### config.mk
export PLATFORM = sky130hd
export DESIGN_NAME = des_block_feeder
export DESIGN_NICKNAME = d
export VERILOG_FILES = /design/src/rtl/des_pkg.sv /design/src/rtl/byte_shift64.sv /design/src/rtl/des_block_feeder.sv
export SDC_FILE = /design/constraint.sdc
export NUM_CORES = 1
export LEC_CHECK = 0
export CAP_MARGIN = 20
export CORE_MARGIN = 2
export CORE_UTILIZATION = 49
export DETAILED_ROUTE_END_ITERATION = 8
export GPL_TIMING_DRIVEN = 0
export PLACE_DENSITY = 0.88
export SETUP_SLACK_MARGIN = 0.05
export SLEW_MARGIN = 20
export SYNTH_ARGS = -nofsm -noshare
export SYNTH_HDL_FRONTEND = slang
export SYNTH_SLANG_ARGS = --single-unit
### constraint.sdc
create_clock -name clk -period 1.99 [get_ports clk]
set_clock_uncertainty 0.2 [all_clocks]
set_input_delay 0.199 -clock clk [delete_from_list [all_inputs] [get_ports clk]]
set_output_delay 0.199 -clock clk [all_outputs]
set_load 0.01 [all_outputs]
### src/rtl/des_pkg.sv
// Shared types for the DES byte feeder: FSM encoding, block type, and
// the control bundle that drives a byte shift register.
package des_pkg;
  localparam int BLOCK_BYTES = 8;

  typedef logic [63:0] des_block_t;

  typedef enum logic [1:0] {FILL, START, WAIT_DES, UNLOAD} feeder_state_t;

  typedef struct packed {
    logic       load;
    logic       shift;
    logic [7:0] byte_in;
  } shift_ctl_t;
endpackage

### src/rtl/byte_shift64.sv
// 8-byte shift register: parallel load, or shift one byte in at the LSB end
// while the MSB byte falls off the top (the MSB byte is the outgoing byte).
module byte_shift64
  import des_pkg::*;
(
  input  logic        clk,
  input  logic        n_rst,
  input  shift_ctl_t  ctl,
  input  logic [63:0] load_val,
  output logic [63:0] q
);

  always_ff @(posedge clk or negedge n_rst) begin
    if (!n_rst)          q <= '0;
    else if (ctl.load)   q <= load_val;
    else if (ctl.shift)  q <= {q[55:0], ctl.byte_in};
  end

endmodule

### src/rtl/des_block_feeder.sv
// Byte-side partner of the iterative DES core: packs rx bytes into data/key
// blocks, runs the start/result handshake and streams the result back out.
module des_block_feeder
  import des_pkg::*;
#(
  parameter int TIMEOUT_CYCLES = 64
) (
  input  logic        clk,
  input  logic        n_rst,
  input  logic [7:0]  rx_byte,
  input  logic        rx_valid,
  input  logic        key_sel,
  input  logic        mode_in,
  output logic [7:0]  tx_byte,
  output logic        tx_valid,
  input  logic        tx_ack,
  output logic [63:0] des_data_in,
  output logic [63:0] des_key,
  output logic        des_rw_mode,
  output logic        des_ready,
  input  logic [63:0] des_data_out,
  input  logic        des_next_data,
  output logic        busy,
  output logic        rx_overrun,
  output logic        timeout_err
);

  localparam int TW = $clog2(TIMEOUT_CYCLES) + 1;

  feeder_state_t state, state_nxt;
  logic [2:0]    dat_cnt, key_cnt, tx_cnt;
  logic [TW-1:0] tmo_cnt;
  logic          nd_q, nd_rise;
  logic          key_acc, dat_acc, blk_full, tx_take, tmo_hit, res_load;
  shift_ctl_t    dat_ctl, key_ctl, res_ctl;
  des_block_t    res_q;
  logic [55:0]   res_unused;

  assign nd_rise  = des_next_data & ~nd_q;
  // Key bytes are refused only while the core is running rounds.
  assign key_acc  = rx_valid & key_sel & (state != WAIT_DES);
  assign dat_acc  = rx_valid & ~key_sel & (state == FILL);
  assign blk_full = dat_acc & (dat_cnt == 3'(BLOCK_BYTES - 1));
  assign tx_take  = (state == UNLOAD) & tx_ack;
  assign res_load = (state == WAIT_DES) & nd_rise;
  // The des_ready cycle is the first of TIMEOUT_CYCLES; a result on the same edge wins.
  assign tmo_hit  = (state == WAIT_DES) & ~nd_rise & (tmo_cnt == TW'(TIMEOUT_CYCLES - 2));

  always_comb begin
    state_nxt = state;
    des_ready = 1'b0;
    tx_valid  = 1'b0;
    busy      = 1'b1;
    case (state)
      FILL: begin
        busy = 1'b0;
        if (blk_full) state_nxt = START;
      end
      START: begin
        des_ready = 1'b1;
        state_nxt = WAIT_DES;
      end
      WAIT_DES: begin
        if (nd_rise)      state_nxt = UNLOAD;
        else if (tmo_hit) state_nxt = FILL;
      end
      UNLOAD: begin
        tx_valid = 1'b1;
        if (tx_take && tx_cnt == 3'(BLOCK_BYTES - 1)) state_nxt = FILL;
      end
      default: state_nxt = FILL;
    endcase
  end

  always_ff @(posedge clk or negedge n_rst) begin
    if (!n_rst) begin
      state       <= FILL;
      dat_cnt     <= '0;
      key_cnt     <= '0;
      tx_cnt      <= '0;
      tmo_cnt     <= '0;
      nd_q        <= 1'b0;
      des_rw_mode <= 1'b0;
      rx_overrun  <= 1'b0;
      timeout_err <= 1'b0;
    end else begin
      state      <= state_nxt;
      nd_q       <= des_next_data;
      rx_overrun <= rx_valid & ~key_acc & ~dat_acc;
      if (key_acc) key_cnt <= key_cnt + 3'd1;
      if (dat_acc) dat_cnt <= dat_cnt + 3'd1;
      if (tx_take) tx_cnt  <= tx_cnt + 3'd1;
      // Mode is captured with the last data byte so it is valid alongside des_ready.
      if (blk_full) des_rw_mode <= mode_in;
      if (state == START)         tmo_cnt <= '0;
      else if (state == WAIT_DES) tmo_cnt <= tmo_cnt + 1'b1;
      if (tmo_hit)      timeout_err <= 1'b1;
      else if (dat_acc) timeout_err <= 1'b0;
    end
  end

  assign dat_ctl = '{load: 1'b0,     shift: dat_acc, byte_in: rx_byte};
  assign key_ctl = '{load: 1'b0,     shift: key_acc, byte_in: rx_byte};
  assign res_ctl = '{load: res_load, shift: tx_take, byte_in: 8'h00};

  byte_shift64 u_data (
    .clk      (clk),
    .n_rst    (n_rst),
    .ctl      (dat_ctl),
    .load_val ('0),
    .q        (des_data_in)
  );

  byte_shift64 u_key (
    .clk      (clk),
    .n_rst    (n_rst),
    .ctl      (key_ctl),
    .load_val ('0),
    .q        (des_key)
  );

  byte_shift64 u_res (
    .clk      (clk),
    .n_rst    (n_rst),
    .ctl      (res_ctl),
    .load_val (des_data_out),
    .q        (res_q)
  );

  assign {tx_byte, res_unused} = res_q;

endmodule

# Word-level counts from Yosys, hierarchy flattened
# Index checks and enable logic that the tools add are counted.
# classes
add_sub_neg	3
n_eq_ne	10
reduce_logical	6
bitwise_logic	17
mux	14
# op_table
op	n
two-way mux 64 bit	2
two-way mux 7 bit	2
AND 1 bit	12
two-way mux 2 bit	4
one-hot mux 2 bit (4 select lines)	1
adder 7 x 1 -> 7 bit (second input constant)	1
equality test 7 x 6 -> 1 bit (second input constant)	1
adder 3 x 1 -> 3 bit (second input constant)	2
equality test 3 bit (second input constant)	2
nonzero test 2 bit	3
two-way mux 1 bit	5
NOT 1 bit	5
equality test 2 bit (second input constant)	2
!= test 2 bit (second input constant)	2
!= test 3 bit (second input constant)	1
AND reduction 3 bit	1
equality test 2 x 1 -> 1 bit (second input constant)	1
logical NOT 2 bit	1
!= test 2 x 1 -> 1 bit (second input constant)	1
logical AND 1 bit	1
# totals
input_bits	79
regBits	211
wordCells	61

# Logic depth before layout (Yosys ltp)
# logic_depth
ltp_word	8
ltp_mapped	8
mapped_depth_nobuf	6

# Modules after synthesis
# From an unflattened synthesis, not the netlist that was laid out.
# hier_totals
hier_cells	923
area_unflattened_um2	9914.5
# by_module_without_submodules
module	cells_per_inst	n_inst	area_per_inst_um2
byte_shift64	277	3	2969.1
des_block_feeder	92	1	1007.2

# Worst setup path before layout
# Ideal clock, no wire load.
# synth_timing
kind	register to register
startpoint	reg state[0]
endpoint	reg u_data.q[33]
setup_ns	0.125
arrival_time_ns	1.448
required_ns	1.665
period_less_slack_ns	1.773
path_slack_ns	0.217
path_stages_with_launch	7
cell_sequence	dfrtp_1 -> inv_1 -> ha_1 -> nand3b_4 -> buf_4 -> buf_6 -> mux2_4
# synth_via
elab_chain_cells	2
# synth_rtl
element	line	source
start, declared	des_block_feeder.sv:30	feeder_state_t state, state_nxt;
start signal, assigned	des_block_feeder.sv:87	state <= state_nxt;
logical NOT 2 bit	des_block_feeder.sv:42	assign dat_acc = rx_valid & ~key_sel & (state == FILL);
AND 1 bit	des_block_feeder.sv:42	
end signal, assigned	byte_shift64.sv:15	else if (ctl.load) q <= load_val;
end signal, assigned	byte_shift64.sv:16	else if (ctl.shift) q <= {q[55:0], ctl.byte_in};
end, declared	byte_shift64.sv:10	output logic [63:0] q
# Every way passes these cells.
# A chain may end at the register's enable or synchronous reset.

# Worst setup path in the final report
# layout_timing
startpoint	reg u_data.q[0]
endpoint	out des_data_in[0]
# layout_rtl
element	line	source
end, declared	des_block_feeder.sv:17	output logic [63:0] des_data_in,
# No word-level cell between the ends.

==> summary.txt <==
Cells and area
  • Share of layout cells above drive strength 1: 0.2486
  • Layout Utilization: 0.7047
  • Seq. cell area: 5280 µm²
  • Footprint of the multi-input gates: 3177 µm²
  • Ant diodes: 0
  • # nets final: 990
  • Filler instances: 1196
  • Fin area: 12190 µm²
  • Area grow syn2layout: 40.27%

CTS
  • Clock root buffer: clkbuf_16
  • H-tree Lvls: 1
  • Clock sink count: 211
  • Clock latency on the worst-skew pair: 510 ps
  • Maximum clock path buffer count: 3
  • CTS Buf Count: 23
  • Clock slew at reported path FFs: 60 ps
  • TritonCTS clock tree: yes

Worst setup path
  • Worst-path fanout max: 3
  • RR Startpoint: state[1]
  • Crit-path leading delay family: buffers and inverters
  • R2R Setup Slk: 120 ps
  • Worst path slowest cell: clkdlybuf4s50_1
  • WS Path Type: flip-flop to output pin
  • RR Endpoint: u_key.q[50]
  • R2R cell count: 6
  • CP required: 1590 ps
  • CP bufs+invs: 1
  • CP Capture Type: output pin
  • Arrival @ worst endpoint: 1520 ps
  • Cells along the critical path: clkdlybuf4s50_1
  • Slowest stage delay, CP: 620 ps
  • Critical path startpoint category: flip-flop

Worst hold path
  • Hold path startpoint: des_data_out[5]
  • Hold Path Depth: 3
  • Worst hold path type: primary input to flip-flop
  • Hold EP: u_res.q[5]

Yosys
  • Post-synthesis sequential area ratio: 0.6076
  • Post-Syn Area: 8690 µm²
  • Simple-gate share of the synthesized area: 0.05385
  • XOR/XNOR Fraction of Synth Area: 0.004032
  • Seq cells post-synth: 211
  • Area share of fa/ha/maj cells after synthesis: 0.01440
  • Mean post-synth cell area: 13.45 µm²
  • Largest family of logic cells by synthesized area: multiplexers
  • Post-synthesis compound-gate area fraction: 0.04248
  • EDFF count, synth: 0
  • Ys Warns: 0
  • Async SR Flop Fraction: 1.000
  • Library cells used by synthesis: 36
  • Post-synthesis instance total: 646
  • Main synth FF type: dfrtp_1
  • Post-synthesis mux area share: 0.2449
  • Syn Nets: 735

Power and ir drop
  • Internal: 12870 µW
  • Worst vdd ir: 1417 µV
  • Combinational share of power: 0.386
  • Total power: 18960 µW
  • NetSw: 6096 µW
  • P_leak: 0.005801 µW
  • Sw Share: 0.3215
  • Pwr dens: 1556 nW/µm²
  • Clock group share of total power: 0.218
  • Sequential share of power: 0.396

Die
  • Initial core utilization: 0.5024
  • I/O pins: 221
  • Row cnt: 48
  • Die Span Y: 137.2 µm
  • Die X-Extent: 137.2 µm
  • Core Region: 17300 µm²
  • Die area: 18820 µm²

STA
  • Min cycle time layout: 1920 ps
  • Final setup vio count: 0
  • Unrepaired setup endpoints after global routing: no
  • Max-slew headroom: 0.5740
  • Max-slew violations: 0
  • Setup WS post-layout: 69.71 ps
  • FMAX: 520.8 MHz
  • Slew @ Worst Pin: 639.1 ps
  • WHS: 27.53 ps
  • Period Utilization, post-route: 0.9650
  • Final hold violations: 0

Global routing
  • Vias in the first global route: 6487
  • Largest net degree at the start of global routing: 78
  • GRT Total Usage: 0.2367
  • Global-route wire length before repair: 34490 µm
  • Total gr overflow: 0
  • Antenna violations before repair: 1

Detailed routing
  • Remaining routing DRC violations: 0
  • Drt via density: 5.258
  • WL/cell: 19.33 µm
  • Drt first-iter violations: 238
  • Post-Route WL: 22070 µm
  • Final ANT Viol Nets: 0
  • Pre-antenna DRT Iters: 4
  • Via count: 6005

Place
  • Placed cell area: 11230 µm²
  • Port Buffer Count: 220
  • Worst slack, placed: -59.91 ps
  • GP Congestion: 0.8095
  • DP HPWL: 15460 µm

Run
  • # Max-Cap Violations: 0

Run status
  • Status: finished clean
==> cell families (layout without fill, tap and decap cells) <==
group / Yosys count / after routing
DFF: 211 / 211
AOI/OAI and AO/OA: 70 / 70
xor gates and xnor gates: 4 / 4
buffers and inverters: 51 / 322
and+or+nand+nor: 108 / 108
muxes: 192 / 192
adders and majority gates: 10 / 10
==> how the worst max path moves through the flow <==
stage | start | to | cells after the start
after floorplan | state[0] | u_data.q[33] | 6
after global placement | n_rst | u_data.q[29] | 1
after detailed placement | key_sel | u_data.q[49] | 5
after CTS | state[1] | busy | 4
after global routing | state[1] | u_res.q[27] | 8
final | u_data.q[0] | des_data_in[0] | 1
==> power by group through the flow <==
stage	clock network [µW]	registers, µW	logic, µW
2_1_floorplan	0	7680	3100
3_3_place_gp	0	7440	6800
3_5_place_dp	0	7540	7040
4_1_cts	4180	7510	7320
5_1_grt	4360	7760	7900
6_report	4130	7510	7330
==> sequential cells by signal, summed over array words and instances, names as in the netlist <==
name,flops
state,2
tmo_cnt,7
tx_cnt,3
timeout_err,1
u_data.q,64
rx_overrun,1
dat_cnt,3
des_rw_mode,1
nd_q,1
u_key.q,64
u_res.q,64
==> cells in the final DEF (no fill, tap or decap), types with 2 or more instances in the layout <==
master,instances
ha_4,2
dfrtp_1,211
buf_8,2
clkbuf_16,23
buf_2,10
dlygate4sd2_1,2
clkbuf_1,6
buf_4,26
mux2_4,10
clkbuf_4,2
xnor2_1,3
ha_1,6
dlymetal6s2s_1,4
buf_12,4
mux2_1,10
a31oi_1,3
buf_16,2
clkbuf_2,5
o22ai_1,3
inv_2,3
ha_2,2
dlygate4sd3_1,2
nor2_1,5
clkdlybuf4s50_1,210
clkinv_2,3
mux2i_1,56
o21ai_0,46
clkbuf_8,7
o21ai_1,12
mux2_2,115
inv_1,5
nand2_1,80
buf_6,3
nand3_1,10
a21oi_1,3
==> per-stage QoR <==
step                      instances  setup TNS [ps]
after floorplan                 646               0
after global placement         1091        -1759550
after detailed placement       1093           -2632
after CTS                      1144               0
after global routing           1142               0
final                          1142               0
==> final cells by class <==
cell class / instances / share of cell area
sequential: 211 / 0.4332
multi-input combinational: 384 / 0.2606
timing repair buffer: 232 / 0.1926
clock buffer: 35 / 0.05666
buffer: 41 / 0.02710
tap: 225 / 0.02310
clock inverter: 6 / 0.004311
inverter: 8 / 0.002464
==> cell usage after synthesis, types with 10 or more instances <==
master     n  area [µm²]
mux2_4    10       150.1
ha_1      10       125.1
mux2i_1   57       570.6
buf_4     13       97.59
buf_2     20       100.1
mux2_2   115        1295
mux2_1    10       112.6
nand3_1   10       50.05
o21ai_0   48       240.2
nand2_1   81       304.0
o21ai_1   10       50.05
dfrtp_1  211        5280
==> per-layer routing <==
| layer | track usage | vias up | wire (µm) |
|---|---|---|---|
| met3 | 0.08904 | 54 | 2104 |
| met4 | 0.08190 | 2 | 813 |
| met5 | 0 | - | 8 |
| li1 | - | 2746 | - |
| met2 | 0.3961 | 204 | 10560 |
| met1 | 0.2812 | 2999 | 8589 |
==> repair_timing <==
| action | in CTS | in global routing |
|---|---|---|
| hold endpoints to repair | 153 | 0 |
| hold buffers | 2 | 0 |
| resized for setup | 34 | 28 |
| pin swaps | 0 | 1 |
| buffers inserted | 8 | 0 |
| endpoints found under the setup margin | 157 | 134 |
Note: power is estimated with default switching activity, not from simulation.
